$ cat src/rtl/sdram_arbiter.sv
// rtl/sdram_arbiter.sv - two-port fair arbiter in front of an SDRAM controller with in-order read return routing
module sdram_arbiter #(
    parameter int AW       = 24,
    parameter int DW       = 16,
    parameter int RD_DEPTH = 4
) (
    input  logic          clk,
    input  logic          rst_n,
    input  logic          p0_req,
    input  logic          p0_write,
    input  logic [AW-1:0] p0_addr,
    input  logic [DW-1:0] p0_wdata,
    output logic          p0_ready,
    output logic          p0_rvalid,
    output logic [DW-1:0] p0_rdata,
    input  logic          p1_req,
    input  logic          p1_write,
    input  logic [AW-1:0] p1_addr,
    input  logic [DW-1:0] p1_wdata,
    output logic          p1_ready,
    output logic          p1_rvalid,
    output logic [DW-1:0] p1_rdata,
    output logic          sdram_req,
    output logic          sdram_write,
    output logic [AW-1:0] sdram_addr,
    output logic [DW-1:0] sdram_wdata,
    input  logic          sdram_ready,
    input  logic          sdram_rvalid,
    input  logic [DW-1:0] sdram_rdata,
    output logic          err_orphan
);

    localparam int PW = $clog2(RD_DEPTH);
    localparam logic [PW:0] FULL_CNT = (PW+1)'(RD_DEPTH);

    typedef enum logic {IDLE, BUSY} state_t;

    state_t        state, state_nxt;
    logic          owner, owner_nxt;
    logic          last, last_nxt;
    logic          grant_id;
    logic          grant_req;
    logic          g_write;
    logic [AW-1:0] g_addr;
    logic [DW-1:0] g_wdata;
    logic          out_en;
    logic          accept;
    logic          push;
    logic          pop;
    logic          full;
    logic          empty;
    logic          head;

    logic [RD_DEPTH-1:0] tag_mem;
    logic [PW-1:0]       wr_ptr;
    logic [PW-1:0]       rd_ptr;
    logic [PW:0]         count;

    assign full  = (count == FULL_CNT);
    assign empty = (count == '0);
    assign head  = tag_mem[rd_ptr];

    always_comb begin
        grant_id  = owner;
        grant_req = 1'b0;
        case (state)
            IDLE: begin
                grant_req = p0_req | p1_req;
                if (p0_req && p1_req) grant_id = ~last;
                else                  grant_id = p1_req;
            end
            BUSY: begin
                grant_id  = owner;
                grant_req = owner ? p1_req : p0_req;
            end
            default: begin
                grant_id  = owner;
                grant_req = 1'b0;
            end
        endcase
    end

    assign g_write = grant_id ? p1_write : p0_write;
    assign g_addr  = grant_id ? p1_addr  : p0_addr;
    assign g_wdata = grant_id ? p1_wdata : p0_wdata;

    // Outputs are gated by rst_n so they drop the moment reset asserts.
    assign out_en      = rst_n & grant_req;
    assign sdram_req   = out_en & ~(~g_write & full);
    assign sdram_write = out_en & g_write;
    assign sdram_addr  = out_en ? g_addr  : '0;
    assign sdram_wdata = out_en ? g_wdata : '0;

    assign accept   = sdram_req & sdram_ready;
    assign p0_ready = accept & ~grant_id;
    assign p1_ready = accept &  grant_id;

    assign push      = accept & ~g_write;
    assign pop       = sdram_rvalid & ~empty;
    assign p0_rvalid = pop & ~head;
    assign p1_rvalid = pop &  head;
    assign p0_rdata  = sdram_rdata;
    assign p1_rdata  = sdram_rdata;

    always_comb begin
        state_nxt = state;
        owner_nxt = owner;
        last_nxt  = last;
        case (state)
            IDLE: begin
                if (grant_req) begin
                    if (accept) begin
                        last_nxt = grant_id;
                    end else begin
                        state_nxt = BUSY;
                        owner_nxt = grant_id;
                    end
                end
            end
            BUSY: begin
                if (accept) begin
                    state_nxt = IDLE;
                    last_nxt  = owner;
                end else if (!grant_req) begin
                    // Owner withdrew its request; release the lock rather than stall.
                    state_nxt = IDLE;
                end
            end
            default: state_nxt = IDLE;
        endcase
    end

    always_ff @(posedge clk or negedge rst_n) begin
        if (!rst_n) begin
            state <= IDLE;
            owner <= 1'b0;
            last  <= 1'b1;
        end else begin
            state <= state_nxt;
            owner <= owner_nxt;
            last  <= last_nxt;
        end
    end

    always_ff @(posedge clk or negedge rst_n) begin
        if (!rst_n) begin
            tag_mem    <= '0;
            wr_ptr     <= '0;
            rd_ptr     <= '0;
            count      <= '0;
            err_orphan <= 1'b0;
        end else begin
            if (push) begin
                tag_mem[wr_ptr] <= grant_id;
                wr_ptr          <= wr_ptr + PW'(1);
            end
            if (pop) rd_ptr <= rd_ptr + PW'(1);
            case ({push, pop})
                2'b10:   count <= count + (PW+1)'(1);
                2'b01:   count <= count - (PW+1)'(1);
                default: count <= count;
            endcase
            if (sdram_rvalid && empty) err_orphan <= 1'b1;
        end
    end

endmodule
$ cat config.mk
export PLATFORM = sky130hd
export DESIGN_NAME = sdram_arbiter
export DESIGN_NICKNAME = d
export VERILOG_FILES = /design/src/rtl/sdram_arbiter.sv
export SDC_FILE = /design/constraint.sdc
export NUM_CORES = 1
export LEC_CHECK = 0
export CAP_MARGIN = 20
export CORE_MARGIN = 10
export CORE_UTILIZATION = 31
export CTS_BUF_LIST = sky130_fd_sc_hd__clkbuf_2 sky130_fd_sc_hd__clkbuf_4 sky130_fd_sc_hd__clkbuf_8
export DETAILED_ROUTE_END_ITERATION = 12
export PLACE_DENSITY = 0.95
export SETUP_SLACK_MARGIN = 0.4
export SLEW_MARGIN = 0
export SYNTH_ARGS = -nofsm -noshare
export SYNTH_HDL_FRONTEND = slang
export SYNTH_SLANG_ARGS = --single-unit
$ cat constraint.sdc
create_clock -name clk -period 7.9 [get_ports clk]
set_clock_uncertainty 0.05 [all_clocks]
set_input_delay 1.185 -clock clk [delete_from_list [all_inputs] [get_ports clk]]
set_output_delay 1.185 -clock clk [all_outputs]
set_load 0.02 [all_outputs]
==> results.json <==
{
  "finalWirelength_um": 7660,
  "arrival_ns": 4.11,
  "worstMarginPinSlew_ns": 0.779,
  "ys_types": 38,
  "synth-xor-area-share_pct": 3.13,
  "drtIter0Drc": 63,
  "synth.ff_latch_count": 15,
  "antenna_cells": 0,
  "synth_edf_count": 0,
  "gp_congestion": 0.899,
  "setup_viol": 0,
  "startpoint_type": "input port",
  "worstSetupStartpoint": "p1_req",
  "hold_viol": 0,
  "status": "finished clean",
  "antenna_left": 0,
  "finalPower_mw": 0.757,
  "synthesis.instances": 248,
  "port_buffers": 134,
  "crit_buf_inv": 3,
  "clk_pin_slew_worst_paths_ns": 0.06,
  "place_ws_ns": 2.55,
  "avgRoutedWirePerCell_um": 18.6,
  "num_vias": 1989,
  "grt_antenna_before_repair": 0,
  "drtPass1Iterations": 4,
  "h-tree-depth": 1,
  "vias_per_cell": 4.83,
  "syn_area_per_cell_um2": 6.77,
  "register_area_um2": 377,
  "cts_tree": "done",
  "clock_latency_ns": 0.25,
  "num-fill-cells": 448,
  "cts_resized": 0,
  "timing.critical_path.to_type": "output port",
  "grt_pass1_wl_um": 11500,
  "drv_slew": 0,
  "grt_max_degree": 41,
  "instances_no_fill": 412,
  "synthArstFlopShare_pct": 100,
  "cts_setup_buffers": 0,
  "clock-sinks": 15,
  "syn_to_final_growth_pct": 71.4,
  "crit_top_cell": "clkdlybuf4s50_1",
  "rsz0062_at_grt": "no",
  "synthMuxAreaShare_pct": 2.61,
  "multi_input_area_um2": 966,
  "grtUsageTotal_pct": 16.5,
  "max_slew_margin_pct": 48.1,
  "root_buffer": "clkbuf_8",
  "powerDensity_nw_per_um2": 263,
  "final_cell_area_um2": 2880,
  "rows": 26,
  "crit_path_max_fanout": 28,
  "min_period_over_period_pct": 67.7,
  "syn-num-nets": 358,
  "place_area_um2": 2830,
  "setup_ws_ns": 2.55,
  "max_freq_ghz": 0.187,
  "min_period_ns": 5.35,
  "initial_core_util_pct": 32.4,
  "fp.dieH_um": 93.6,
  "layout-drive-gt1-share_pct": 4.39,
  "fin_setup_tns_ns": 0,
  "ctsHoldBuffers": 0,
  "synth_fa_ha_area_share_pct": 4.92,
  "core_um2": 5170,
  "synthSimpleGateAreaFrac_pct": 23.4,
  "die_w_um": 93.6,
  "critPathTopFamily": "buffers and inverters",
  "cp_slowest_cell": "clkdlybuf4s50_1",
  "grt-ovfl-total": 0,
  "io_pins": 183,
  "hpwl_um": 6300,
  "min_from": "err_orphan",
  "max_stage_delay_ns": 0.62,
  "nNetsFinal": 453,
  "grt_pass1_vias": 2049,
  "dp_cells": 408,
  "path_cells": "clkdlybuf4s50_1 -> nor2b_2 -> a22o_1 -> buf_4 -> a211oi_2 -> or2_1 -> nor2_1 -> clkdlybuf4s50_1",
  "r2r_start": "last",
  "synth_compound_area_share_pct": 23.2,
  "ys.flop_type": "dfrtp_1",
  "required_ns": 6.66,
  "clockBufferDepth": 2,
  "ys_seq_area_share_pct": 22.4,
  "postLayoutCoreUtil_pct": 55.6,
  "holdCritPathClass": "register to register",
  "drcViolationCount": 0,
  "power.leakage_nw": 1.16,
  "hold_slack_ns": 0.416,
  "dieArea_um2": 8760,
  "synth_top_family_by_area": "simple AND/OR/NAND/NOR gates",
  "synth_area_um2": 1680,
  "cts-buffers-inserted": 3,
  "yosys_warnings": 0,
  "criticalPathCategory": "input port to output port",
  "irDropWorstVdd_v": 0.000190,
  "drv_cap": 0
}
[layout make-up]
cell class                 count  area share [%]
inverter                       9            1.17
clock buffer                   4            1.70
tap                           70            3.04
sequential                    15            13.1
multi-input combinational    177            33.6
timing repair buffer         137            47.4
[per-layer routing]
metal	share of wire, %	GRT usage (%)	wire length (um)	up-vias
li1	-	-	-	968
met1	34	15.9	2600	904
met2	54	32.1	4160	102
met3	9.7	5.36	746	15
met4	2.0	4.94	154	0
met5	0	0	0	-
[cell usage after synthesis (2+ instances only)]
cell type / number / area (um2)
nand2_1: 85 / 319
a21oi_1: 45 / 225
buf_4: 32 / 240
dfrtp_1: 14 / 350
clkbuf_1: 12 / 45.0
inv_1: 9 / 33.8
nor2_1: 7 / 26.3
ha_1: 5 / 62.6
a31oi_1: 4 / 25.0
xnor2_1: 4 / 35.0
and2_1: 2 / 12.5
buf_2: 2 / 10.0
xor2_1: 2 / 17.5
[logic make-up (layout without fill, tap and decap cells)]
logic type               Yosys count  after routing
AND/OR/NAND/NOR                   99             99
AO/OA/AOI/OAI                     63             63
buffers and inverters             56            150
flip-flops                        15             15
adder cells (fa/ha/maj)            6              6
XOR/XNOR                           6              6
multiplexers                       3              3
[layout by cell type, fill, tap and decap left out, types with 2 or more instances in the layout]
| cell type | Yosys | routed |
|---|---|---|
| xor2_1 | 2 | 2 |
| ha_1 | 5 | 5 |
| dfrtp_1 | 14 | 14 |
| clkbuf_8 | 0 | 3 |
| and2_1 | 2 | 2 |
| clkdlybuf4s50_1 | 0 | 134 |
| nor2_1 | 7 | 7 |
| inv_1 | 9 | 9 |
| a31oi_1 | 4 | 4 |
| xnor2_1 | 4 | 4 |
| buf_4 | 32 | 3 |
| nand2_1 | 85 | 85 |
| a21oi_1 | 45 | 45 |
[flip-flops by register name (all words and copies together) (netlist names)]
register and count:
state 1, tag_mem 4, err_orphan 1, wr_ptr 2, rd_ptr 2, count 3, owner 1, last 1
[path summary, 6_finish.rpt]
kind / to / slack (ns) / cells past startpoint
worst max-delay path: p1_ready / 2.55 / 8
worst min-delay path: err_orphan / 0.42 / 1
worst max register to register: count[2] / 4.66 / 11
worst min register to register: err_orphan / 0.42 / 1
max in group asynchronous: state / 6.03 / 1
min in group asynchronous: tag_mem[2] / 1.31 / 1
[power by group]
part           internal, mW  total, mW  switching, mW
combinational         0.240      0.538          0.298
clock                0.0392     0.0657         0.0265
sequential            0.118      0.153         0.0348
[worst register-to-register path, cell delays in order, from the launching register on]
cell	delay, ns
dfstp_2	0.52
nand2_1	0.11
a22o_1	0.42
buf_4	0.33
a2111oi_4	0.72
inv_1	0.10
ha_1	0.25
inv_1	0.07
fa_1	0.17
xor2_1	0.15
nor2_1	0.07
xor2_1	0.14
(Power assumes the default switching activity.)
